### src/rtl/i2c_target_regfile.sv
// i2c_target_regfile: I2C target bridging bus write/read transfers onto an 8-bit register interface.
module i2c_target_regfile #(
    parameter logic [6:0] TARGET_ADDR = 7'h42,
    parameter int NUM_REGS = 16,
    parameter int AW = $clog2(NUM_REGS),
    parameter int SYNC_STAGES = 2
) (
    input  logic          clk,
    input  logic          rst_n,
    input  logic          scl_i,
    input  logic          sda_i,
    output logic          sda_oe,
    output logic [AW-1:0] reg_addr,
    output logic [7:0]    reg_wdata,
    output logic          reg_we,
    output logic          reg_re,
    input  logic [7:0]    reg_rdata,
    output logic          busy
);
    typedef enum logic [3:0] {
        IDLE, ADDR, ADDR_ACK, PTR, PTR_ACK, WDATA, WDATA_ACK, RDATA, RACK, WAIT_STOP
    } state_t;

    state_t state, state_n;
    logic [SYNC_STAGES-1:0] scl_q, sda_q;
    logic scl_s, sda_s, scl_d, sda_d, scl_rise, scl_fall, start, stop, ptr_ok;
    logic [2:0] bit_cnt, cnt_n;
    logic [7:0] shreg, sh_n, wd_n, byte_in;
    logic ack_ph, ph_n, rw, rw_n, re_d, oe_n, busy_n, we_n, re_n;
    logic [AW-1:0] ptr_n, ptr_inc;

    assign scl_s = scl_q[SYNC_STAGES-1];
    assign sda_s = sda_q[SYNC_STAGES-1];
    assign scl_rise = scl_s & ~scl_d;
    assign scl_fall = ~scl_s & scl_d;
    assign start = scl_s & scl_d & sda_d & ~sda_s;
    assign stop = scl_s & scl_d & ~sda_d & sda_s;
    assign byte_in = {shreg[6:0], sda_s};
    assign ptr_ok = {1'b0, byte_in} < 9'(NUM_REGS);
    assign ptr_inc = (reg_addr == AW'(NUM_REGS - 1)) ? '0 : reg_addr + 1'b1;

    always_comb begin
        state_n = state;
        oe_n = sda_oe;
        busy_n = busy;
        we_n = 1'b0;
        re_n = 1'b0;
        ptr_n = reg_addr;
        cnt_n = bit_cnt;
        sh_n = shreg;
        ph_n = ack_ph;
        rw_n = rw;
        wd_n = reg_wdata;
        // read data arrives one clk after the strobe; first bit goes out immediately
        if (re_d && state == RDATA) begin
            sh_n = reg_rdata;
            oe_n = ~reg_rdata[7];
        end
        if (stop) begin
            state_n = IDLE;
            oe_n = 1'b0;
            busy_n = 1'b0;
        end else if (start) begin
            state_n = ADDR;
            oe_n = 1'b0;
            busy_n = 1'b0;
            cnt_n = '0;
        end else begin
            case (state)
                ADDR, PTR, WDATA: if (scl_rise) begin
                    sh_n = byte_in;
                    cnt_n = bit_cnt + 3'd1;
                    if (bit_cnt == 3'd7) begin
                        ph_n = 1'b0;
                        if (state == ADDR) begin
                            state_n = (byte_in[7:1] == TARGET_ADDR) ? ADDR_ACK : WAIT_STOP;
                            busy_n = byte_in[7:1] == TARGET_ADDR;
                            rw_n = byte_in[0];
                        end else if (state == PTR) begin
                            state_n = ptr_ok ? PTR_ACK : WAIT_STOP;
                            ptr_n = ptr_ok ? byte_in[AW-1:0] : reg_addr;
                        end else begin
                            we_n = 1'b1;
                            wd_n = byte_in;
                            state_n = WDATA_ACK;
                        end
                    end
                end
                // first falling edge starts the ACK drive, second one ends the slot
                ADDR_ACK, PTR_ACK, WDATA_ACK: if (scl_rise) begin
                    ph_n = 1'b1;
                end else if (scl_fall) begin
                    oe_n = ~ack_ph;
                    if (ack_ph) begin
                        state_n = (state == ADDR_ACK) ? (rw ? RDATA : PTR) : WDATA;
                        re_n = state == ADDR_ACK && rw;
                        ptr_n = (state == WDATA_ACK) ? ptr_inc : reg_addr;
                    end
                end
                RDATA: if (scl_fall) begin
                    cnt_n = bit_cnt + 3'd1;
                    sh_n = {shreg[6:0], 1'b0};
                    oe_n = ~shreg[6];
                    if (bit_cnt == 3'd7) begin
                        oe_n = 1'b0;
                        ph_n = 1'b0;
                        state_n = RACK;
                    end
                end
                RACK: if (scl_rise) begin
                    ph_n = ~sda_s;
                    ptr_n = sda_s ? reg_addr : ptr_inc;
                end else if (scl_fall) begin
                    state_n = ack_ph ? RDATA : WAIT_STOP;
                    re_n = ack_ph;
                end
                WAIT_STOP: busy_n = 1'b0;
                default: ;
            endcase
        end
    end

    always_ff @(posedge clk or negedge rst_n) begin
        if (!rst_n) begin
            scl_q <= '1;
            sda_q <= '1;
            scl_d <= 1'b1;
            sda_d <= 1'b1;
            state <= IDLE;
            sda_oe <= 1'b0;
            busy <= 1'b0;
            reg_we <= 1'b0;
            reg_re <= 1'b0;
            re_d <= 1'b0;
            reg_addr <= '0;
            reg_wdata <= '0;
            bit_cnt <= '0;
            shreg <= '0;
            ack_ph <= 1'b0;
            rw <= 1'b0;
        end else begin
            scl_q <= {scl_q[SYNC_STAGES-2:0], scl_i};
            sda_q <= {sda_q[SYNC_STAGES-2:0], sda_i};
            scl_d <= scl_s;
            sda_d <= sda_s;
            state <= state_n;
            sda_oe <= oe_n;
            busy <= busy_n;
            reg_we <= we_n;
            reg_re <= re_n;
            re_d <= reg_re;
            reg_addr <= ptr_n;
            reg_wdata <= wd_n;
            bit_cnt <= cnt_n;
            shreg <= sh_n;
            ack_ph <= ph_n;
            rw <= rw_n;
        end
    end
endmodule

### config.mk
export PLATFORM = sky130hd
export DESIGN_NAME = i2c_target_regfile
export DESIGN_NICKNAME = d
export VERILOG_FILES = /design/src/rtl/i2c_target_regfile.sv
export SDC_FILE = /design/constraint.sdc
export NUM_CORES = 1
export LEC_CHECK = 0
export ABC_AREA = 1
export CORE_UTILIZATION = 59
export CTS_CLUSTER_DIAMETER = 60
export DETAILED_ROUTE_END_ITERATION = 8
export GPL_ROUTABILITY_DRIVEN = 0
export GPL_TIMING_DRIVEN = 0
export PLACE_DENSITY = 0.85
export SETUP_SLACK_MARGIN = 0.2
export SYNTH_ARGS = -nofsm -noshare
export SYNTH_HDL_FRONTEND = slang
export SYNTH_SLANG_ARGS = --single-unit
### constraint.sdc
create_clock -name clk -period 2.22 [get_ports clk]
set_input_delay 0.555 -clock clk [delete_from_list [all_inputs] [get_ports clk]]
set_output_delay 0.555 -clock clk [all_outputs]
set_load 0.005 [all_outputs]
# Word level (Yosys, flattened, before mapping)
# Cells that the tools add are included.
dict set report op_classes {
  add_sub_neg 2
  n_lt_le_gt_ge 1
  eq_ne 37
  n_mux 77
  bitwise 18
  reduce_logical 16
}
# operator count
set op_table {}
lappend op_table {{4-bit 2-to-1 mux} 28}
lappend op_table {{8-bit 2-to-1 mux} 5}
lappend op_table {{4-bit inequality test, second input constant} 9}
lappend op_table {{1-bit 2-to-1 mux} 31}
lappend op_table {{2-bit inequality test, second input constant} 13}
lappend op_table {{4-bit by 3-bit equality test with 1-bit output, second input constant} 4}
lappend op_table {{4-bit one-hot mux with 4 select lines} 1}
lappend op_table {{8-bit one-hot mux with 2 select lines} 1}
lappend op_table {{3-bit 2-to-1 mux} 5}
lappend op_table {{14-bit AND reduction} 1}
lappend op_table {{7-bit AND reduction} 2}
lappend op_table {{4-bit equality test, second input constant} 3}
lappend op_table {{4-bit one-hot mux with 3 select lines} 1}
lappend op_table {{1-bit NOT} 11}
lappend op_table {{10-bit AND reduction} 1}
lappend op_table {{4-bit by 2-bit equality test with 1-bit output, second input constant} 2}
lappend op_table {{8-bit by 5-bit less-than comparator with 1-bit output, second input constant} 1}
lappend op_table {{4-bit AND reduction} 2}
lappend op_table {{4-bit nonzero test} 2}
lappend op_table {{1-bit AND} 7}
lappend op_table {{7-bit equality test, second input constant} 1}
lappend op_table {{3-bit inequality test, second input constant} 2}
lappend op_table {{1-bit one-hot mux with 2 select lines} 3}
lappend op_table {{3-bit one-hot mux with 2 select lines} 1}
lappend op_table {{11 further kinds} 14}
dict set report totals {
  register_bits 40
  in_bits 12
  out_inout_bits 16
  wordCells 167
}

# Logic depth before layout (Yosys ltp)
dict set report logic_depth {
  ltp_word 9
  ltp_mapped 12
  ltp_nobuf 11
}

# Worst setup path after synthesis
# OpenSTA, ideal clock, no wires.
dict set report synth_path {
  path_type {reg-to-reg}
  start {register sda_q[1]}
  end {register reg_addr[0]}
  setup_ns 0.065
  t_arrival_ns 1.420
  t_required_ns 2.155
  path_slack_ns 0.735
  stages_incl_launch_ff 9
  period_less_slack_ns 1.485
  path_cell_list {dfstp_2 -> inv_1 -> nand3_1 -> nand2_1 -> inv_2 -> nand3_1 -> nor2_2 -> nand2_1 -> nand2_1}
}
dict set report synth_between {
  elab_chain_cells 6
  word_cells_on_any_way 15
}
# item line
set synth_lines {}
lappend synth_lines {{from (decl)} 25} ;# logic [SYNC_STAGES-1:0] scl_q, sda_q;
lappend synth_lines {{from (signal assigned)} 143} ;# sda_q <= {sda_q[SYNC_STAGES-2:0], sda_i};
lappend synth_lines {{branches (longest 6 deep; another with 8-bit by 5-bit less-than comparator with 1-bit output)} --}
lappend synth_lines {{to (signal assigned)} 152} ;# reg_addr <= ptr_n;
lappend synth_lines {{to (decl)} 13} ;# output logic [AW-1:0] reg_addr,
# Parallel ways; which one is timed is not known. The select of a mux whose other input is x is not followed.
# A chain may end at the register's enable or synchronous reset.

# Worst setup path in the final report
dict set report layout_path {
  start {register reg_addr[0]}
  end {output port reg_addr[0]}
}
# No word-level cell between the ends.

==> results.toml <==
[final_layout]
drive_gt1_share_pct = 12.5
fill_cells = 275
diodes = 0
multi_input_area_um2 = 983
fin_nets = 327
area_growth_pct = 18.3
regArea_um2 = 983

[timing]
tightestPinTransition_ns = 0.826
setup_slack_ns = 0.352
setup_tns_ns = 0
hold_ws_ns = 0.277
slew_headroom_pct = 45.0
finalHoldViolCount = 0
fmax_mhz = 535
clock_skew_ns = 0.00892
fin_crit_sh_pct = 84.1
setup_viol = 0
grt_setup_unrepaired = "false"
finalCriticalPeriod_ns = 1.87
slew_violations = 0

[global_route]
antenna_found_initial = 0
first_global_vias = 1774
track_usage_pct = 29.7
grt_start_max_net_pins = 40
grt_pass1_wl_um = 8090
gr-total-overflow = 0

[critical_path]
r2r-start = "sda_q[1]"
crit_slowest_cell = "clkdlybuf4s50_1"
path_depth = 1
r2r_end = "reg_addr[3]"
cp-start-kind = "flop"
path_max_fanout = 5
crit_buf_inv = 1
r2r_slack_ns = 0.43
critical-path-top-delay-family = "buffers and inverters"
crit_arrival_ns = 1.31
cpPeakStageDelay_ns = 0.52
cp.required_ns = 1.66
r2r_cells = 8
critPathKind = "flop to output pin"
path_cells = "clkdlybuf4s50_1"
critPathCaptureType = "output pin"

[synthesis]
syn_area_mm2 = 0.00211
ys_ff_latch = 39
synth-main-ff-cell = "dfrtp_1"
synth_compound_area_share_pct = 13.1
avgSynthCellArea_um2 = 7.57
synth_top_cells_by_area = "dfrtp_1 39%, nand2_1 15%, o21ai_0 8.8%, dfstp_2 7.5%, nand3_1 5.2%"
synth_cell_types = 25
synth_edf_count = 0
yosysSeqAreaShare_pct = 46.7
synthCells = 278
synthArstFlopShare_pct = 100
synth_top_area_share_pct = 39.2
synthAdderAreaFrac_pct = 1.78
muxShareOfSynthArea_pct = 0
synth_top_family_by_area = "simple AND/OR/NAND/NOR gates"
synth_simple_gate_area_share_pct = 31.6
synth_nets = 293
synth_xor_area_share_pct = 0
yosysWarnings = 0
yosysTopAreaCell = "dfrtp_1"

[die]
start_util_pct = 62.1
ios = 28
core-area_mm2 = 0.00339
die-area_mm2 = 0.00381
die_h_um = 61.7
die_x_um = 61.7
rows = 21

[detailed_routing]
drtIter0Drc = 143
vias = 1987
route.detailed.drc = 0
viasPerCell = 5.53
dr.pass1.iters = 5
wl_um = 4930
wl_per_cell_um = 13.7
ant_nets = 0

[placement]
numPortBuffers = 27
place_worst_setup_slack_ns = 0.370
hpwl_um = 3640

[cts]
cts_tree = "yes"
post_cts_buffers = 0
cts_root_buf = "clkbuf_4"
cts_repair_resize_count = 0
cts_hold_buf = 0
clk_pin_slew_ns = 0.12
cts_made_buffers = 5
h-tree-depth = 2
clk_latency_ns = 0.36
clock_sinks = 39
cts_buffer_depth = 2

[power_and_ir_drop]
ir_drop_uv = 755
p_leak_nw = 1.21
powerDensity_mw_per_mm2 = 1170

[job]
cap_violations = 0

[outcome]
outcome = "finished, final reports clean"

[worst_hold_path]
hold_path.class = "input port to asynchronous set/reset pin"
where the power goes:
group / internal [mW] / switching [mW]
Combinational: 0.539 / 0.944
Clock: 0.121 / 0.251
Sequential: 0.882 / 0.167
worst register-to-register path, stage by stage, from the launching register on:
cell and delay [ns]:
dfstp_2 0.56, inv_1 0.12, nand3_1 0.21, nand2_1 0.16
inv_2 0.19, nand3_2 0.16, nor2_2 0.20, nand2_1 0.07
nand2_1 0.08
through the flow:
| step | cells | area, um^2 | total power, mW | util [%] |
|---|---|---|---|---|
| 6_report | 359 | 2490 | 2.90 | 73.5 |
| 5_1_grt | 359 | 2490 | 3.17 | 73.5 |
| 4_1_cts | 359 | 2490 | 2.87 | 73.3 |
| 3_5_place_dp | 351 | 2430 | 2.50 | 71.7 |
| 3_3_place_gp | 351 | 2430 | 2.45 | 71.8 |
| 2_1_floorplan | 278 | 2110 | 2.10 | - |
registers in the layout, summed over array words and instances (netlist names), 2 cells and up:
register / count
sda_q: 2
reg_wdata: 8
scl_q: 2
reg_addr: 4
state: 4
shreg: 7
bit_cnt: 3
cells in the final DEF (no fill, tap or decap):
master | Yosys | final
o21ai_1 | 3 | 3
nor3_1 | 1 | 1
o31ai_1 | 1 | 1
dfstp_2 | 6 | 6
a21oi_1 | 9 | 9
buf_4 | 1 | 1
nand3_2 | 1 | 2
inv_1 | 25 | 25
o21ai_4 | 1 | 1
inv_2 | 4 | 4
nand4_1 | 5 | 5
nand2_2 | 7 | 7
nand3b_1 | 1 | 1
clkdlybuf4s50_1 | 0 | 26
o22ai_1 | 1 | 1
nor2_2 | 3 | 3
buf_2 | 1 | 2
nor2_4 | 1 | 1
buf_6 | 2 | 2
nand3_1 | 22 | 21
dfrtp_1 | 33 | 33
nand2_4 | 2 | 2
clkbuf_4 | 0 | 5
nand2_1 | 82 | 82
o21ai_0 | 37 | 37
clkinv_2 | 0 | 1
ha_1 | 3 | 3
clkinvlp_4 | 0 | 2
nor2_1 | 26 | 26
metal layers:
metal  GRT usage, %  vias to the layer above  share of wire [%]
met2           46.7                       90                 47
li1               -                      973                  -
met5              0                        -                  0
met4           9.52                        0                1.4
met3           5.59                        8                6.9
met1           41.9                      916                 45
layout make-up:
class,count,share of cell area [%]
buffer,4,1.41
clock buffer,5,1.51
clock inverter,3,0.804
inverter,29,4.37
multi-input combinational,206,39.5
sequential,39,39.5
tap,46,2.31
timing repair buffer,27,10.6
synthesized netlist by cell type, types with 4 or more instances:
cell,instances
a21oi_1,9
dfrtp_1,33
dfstp_2,6
inv_1,25
inv_2,4
nand2_1,82
nand2_2,7
nand3_1,22
nand4_1,5
nor2_1,26
o21ai_0,37
worst max-delay path by stage:
stage,slack (ns),end,from
after floorplan,0.73,reg_addr[0],sda_q[1]
after global placement,-0.30,reg_re,rst_n
after detailed placement,0.37,reg_addr[3],sda_q[1]
after CTS,0.35,reg_addr[0],reg_addr[0]
after global routing,0.23,reg_addr[3],sda_q[1]
final,0.35,reg_addr[0],reg_addr[0]
kinds of logic after synthesis:
kind of cell | after synthesis
compound gates | 52
fa+ha+maj | 3
buf+inv | 33
flops | 39
simple gates | 151
(Power assumes the default switching activity.)
